[src/rtl/seg7_scan_driver.sv]
// seg7_scan_driver: captures MM:SS BCD digits and time-multiplexes them onto a 4-digit common-anode display
module seg7_scan_driver #(
    parameter int REFRESH_DIV = 100000,
    parameter int GUARD       = 2,
    parameter bit LZ_BLANK    = 1'b0,
    parameter int DP_POS      = 2
) (
    input  logic       clk,
    input  logic       RESET_N,
    input  logic       LOAD,
    input  logic [3:0] D0,
    input  logic [3:0] D1,
    input  logic [3:0] D2,
    input  logic [3:0] D3,
    input  logic       BLINK_EN,
    input  logic       BLINK_SEL,
    input  logic       BLINK_PH,
    output logic [3:0] AN,
    output logic [6:0] SEG,
    output logic       DP,
    output logic [1:0] SCAN_IDX
);
    localparam int CW = $clog2(REFRESH_DIV);
    localparam int GW = (GUARD < 1) ? 1 : $clog2(GUARD + 1);
    logic [CW-1:0]     cnt;
    logic [GW-1:0]     guard;
    logic [3:0][3:0]   shadow;
    logic              bp_m, bp_s;
    logic [3:0]        cur;
    logic [6:0]        seg_nx;
    logic              dark, slot_end;
    always_comb begin
        cur      = shadow[SCAN_IDX];
        slot_end = cnt == CW'(REFRESH_DIV - 1);
        dark     = guard != '0
                || (BLINK_EN && bp_s && SCAN_IDX[1] == BLINK_SEL)
                || (LZ_BLANK && SCAN_IDX == 2'd3 && shadow[3] == 4'd0);
        case (cur)
            4'd0:    seg_nx = 7'h40;
            4'd1:    seg_nx = 7'h79;
            4'd2:    seg_nx = 7'h24;
            4'd3:    seg_nx = 7'h30;
            4'd4:    seg_nx = 7'h19;
            4'd5:    seg_nx = 7'h12;
            4'd6:    seg_nx = 7'h02;
            4'd7:    seg_nx = 7'h78;
            4'd8:    seg_nx = 7'h00;
            4'd9:    seg_nx = 7'h10;
            default: seg_nx = 7'h3F;
        endcase
    end
    always_ff @(posedge clk or negedge RESET_N) begin
        if (!RESET_N) begin
            cnt      <= '0;
            guard    <= '0;
            shadow   <= '0;
            bp_m     <= 1'b0;
            bp_s     <= 1'b0;
            SCAN_IDX <= 2'd0;
            AN       <= 4'hF;
            SEG      <= 7'h7F;
            DP       <= 1'b1;
        end else begin
            cnt      <= slot_end ? '0 : cnt + 1'b1;
            SCAN_IDX <= slot_end ? SCAN_IDX + 2'd1 : SCAN_IDX;
            guard    <= slot_end ? GW'(GUARD) : (guard != '0 ? guard - 1'b1 : guard);
            shadow   <= LOAD ? {D3, D2, D1, D0} : shadow;
            bp_m     <= BLINK_PH;
            bp_s     <= bp_m;
            // outputs follow the registered sources by one cycle, so a new slot starts dark for GUARD cycles
            AN       <= dark ? 4'hF : ~(4'b1 << SCAN_IDX);
            SEG      <= dark ? 7'h7F : seg_nx;
            DP       <= dark || SCAN_IDX != 2'(DP_POS);
        end
    end
endmodule
[config.mk]
export PLATFORM = sky130hd
export DESIGN_NAME = seg7_scan_driver
export DESIGN_NICKNAME = d
export VERILOG_FILES = /design/src/rtl/seg7_scan_driver.sv
export SDC_FILE = /design/constraint.sdc
export NUM_CORES = 1
export LEC_CHECK = 0
export CAP_MARGIN = 40
export CORE_MARGIN = 2
export CORE_UTILIZATION = 48
export DETAILED_ROUTE_END_ITERATION = 10
export PLACE_DENSITY_LB_ADDON = 0.15
export SKIP_CTS_REPAIR_TIMING = 1
export SLEW_MARGIN = 20
export SYNTH_ARGS = -nofsm -noshare
export SYNTH_HDL_FRONTEND = slang
export SYNTH_SLANG_ARGS = --single-unit
[constraint.sdc]
create_clock -name clk -period 1.85 [get_ports clk]
set_input_delay 0.4625 -clock clk [delete_from_list [all_inputs] [get_ports clk]]
set_output_delay 0.4625 -clock clk [all_outputs]
set_load 0.05 [all_outputs]
==> impl_metrics.yaml <==
timing:
  timing.final.crit_share: 0.966
  hold_viol: 0
  finalMaxSlewViolations: 0
  period_minus_slack_ps: 1790
  fmax_mhz: 560
  relSlewSlack: 0.719
  tns_ps: 0
  hold_slack_ps: 128
  rsz0062_at_grt: "true"
  worst_pin_slew_ps: 422
  fin_skew_ps: 8.43
  finalSetupViolCount: 0
floorplan:
  die_w_um: 73.8
  core_um2: 4720
  rows: 25
  dieHeight_um: 73.8
  pin_count: 36
  die_area_um2: 5450
  start_util: 0.496
critical_path:
  timing.rr.end: "SEG[4]$_DFF_PN1_"
  r2r-start: "SCAN_IDX[0]$_DFFE_PN0N_"
  r2r_cells: 7
  arrival_ps: 2020
  cp-start-kind: "flip-flop"
  worstPathMaxFanout: 5
  worstPathRequired_ps: 2090
  worstSetupEndpointType: "flip-flop"
  crit_type: "flip-flop to flip-flop"
  reg2reg_slack_ps: 60
drt:
  wl_per_cell_um: 13.9
  viasPerCell: 5.05
  firstDrtPassIters: 4
  routed_wl_um: 4160
  drc: 0
  route.antenna.remaining_nets: 0
  vias: 1514
  drtIter0Drc: 84
pwr:
  powerDensity_nw_per_um2: 748
  p_leak_nw: 1.31
  total_power_w: 0.00229
  ir_drop_uv: 575
outcome:
  status: "finished, final reports clean"
logic_synthesis:
  ys_warn_count: 0
  synth_cell_types: 35
  yosysSeqAreaShare: 0.540
  synth_area_um2: 2340
  syn_avg_cell_area_um2: 12.6
  synthFlopType: "dfrtp_1"
  synth_edf_count: 0
  syn_nets: 220
  ys_ff_latch: 50
  async_flop_share: 1.00
  synthCells: 186
finish:
  instances_no_fill: 300
  fillCellCount: 361
  area_growth_pct: 31.0
  regArea_um2: 1270
  insertedDiodeCount: 0
  mostFrequentLayoutCells: "dfrtp_1, clkdlybuf4s50_1, mux2_2, buf_12"
  drive_above_1_share: 0.326
  fin_nets: 266
  multi_input_area_um2: 987
  final_common_cell: "dfrtp_1"
placed_design:
  dp_hpwl_um: 3090
  placed_cells: 291
  place_congestion: 0.818
  portBuffers: 35
global_route:
  grt_pass1_wl_um: 7210
  grt_max_degree: 51
  overflow: 0
  grt_usage: 0.175
  grt_antenna_before_repair: 0
  grt_pass1_vias: 1520
clock_tree:
  cts-root-buf: "clkbuf_8"
  numCtsBuffers: 5
  cts_max_level: 2
  insertion_delay_ps: 300
  cts.sinks: 50
  clkTransAtPathRegs_ps: 100
  max-clock-path-buffers: 2
  cts_tree: "yes"
job:
  cap_violations: 0
worst_hold_path:
  hp-class: "primary input to asynchronous set/reset pin"
## how the worst max path moves through the flow
stage | startpoint | endpoint | slack, ps | cells past startpoint
final | SCAN_IDX[0]$_DFFE_PN0N_ | SEG[4]$_DFF_PN1_ | 60 | 7
after global placement | SCAN_IDX[0]$_DFFE_PN0N_ | SEG[4]$_DFF_PN1_ | 130 | 7
after floorplan | SCAN_IDX[0]$_DFFE_PN0N_ | SEG[4]$_DFF_PN1_ | -190 | 8
after CTS | SCAN_IDX[0]$_DFFE_PN0N_ | SEG[4]$_DFF_PN1_ | 60 | 7
after global routing | SCAN_IDX[0]$_DFFE_PN0N_ | SEG[2]$_DFF_PN1_ | -10 | 4
after detailed placement | SCAN_IDX[0]$_DFFE_PN0N_ | SEG[4]$_DFF_PN1_ | 60 | 7
## Yosys cell counts (4+ instances only)
master | n | area, um2
inv_1 | 13 | 48.8
o21ai_0 | 5 | 25.0
xnor2_1 | 14 | 123
mux2i_1 | 4 | 40.0
nand4_1 | 6 | 37.5
dfrtp_1 | 39 | 976
ha_1 | 12 | 150
nand3_1 | 5 | 25.0
mux2_2 | 16 | 180
dfstp_2 | 11 | 289
nor3_1 | 4 | 20.0
nand2_1 | 14 | 52.6
nor2_1 | 13 | 48.8
## through the flow
stage,area (um2),setup slack (ps),util
global route,3070,-10.3,0.649
global placement,2960,133,0.628
detailed placement,2960,64.0,0.628
finish,3070,63.7,0.649
floorplan,2350,-186,-
CTS,3050,57.3,0.647
## routing by layer
layer / track usage / vias to the layer above / wire length (um)
li1: - / 719 / -
met1: 0.240 / 751 / 1910
met2: 0.275 / 42 / 2030
met3: 0.0494 / 2 / 206
met4: 0.0465 / 0 / 11
met5: 0 / - / 0
## sequential cells by signal (all words and copies together) (netlist names)
register	cells
AN	4
SCAN_IDX	2
SEG	7
bp_m	1
bp_s	1
cnt	17
guard	2
shadow	16
## power breakdown
part	internal [W]	switching, W
clock	0.000266	0.000370
combinational	0.000236	0.000207
sequential	0.00117	0.0000399
total	0.00168	0.000617
## final cells by class
type | count | share of cell area
Tap cell | 67 | 0.0273
Inverter | 13 | 0.0175
Clock inverter | 3 | 0.00694
Sequential cell | 50 | 0.413
Multi-Input combinational cell | 117 | 0.322
Timing Repair Buffer | 45 | 0.191
Clock buffer | 5 | 0.0224
## critical path: stages, from the launching register on
cell     delay, ps
dfrtp_2        440
mux4_2         570
inv_4          110
ha_4           130
inv_2           30
mux2_4         240
mux2i_1        130
nand2_1         70
## cells by family after synthesis
kind of cell,synth area share
fa+ha+maj,0.0641
buf+inv,0.0401
flops,0.540
mux,0.144
simple gates,0.119
compound gates,0.0294
xor+xnor,0.0636
Note: power is estimated with default switching activity, not from simulation.
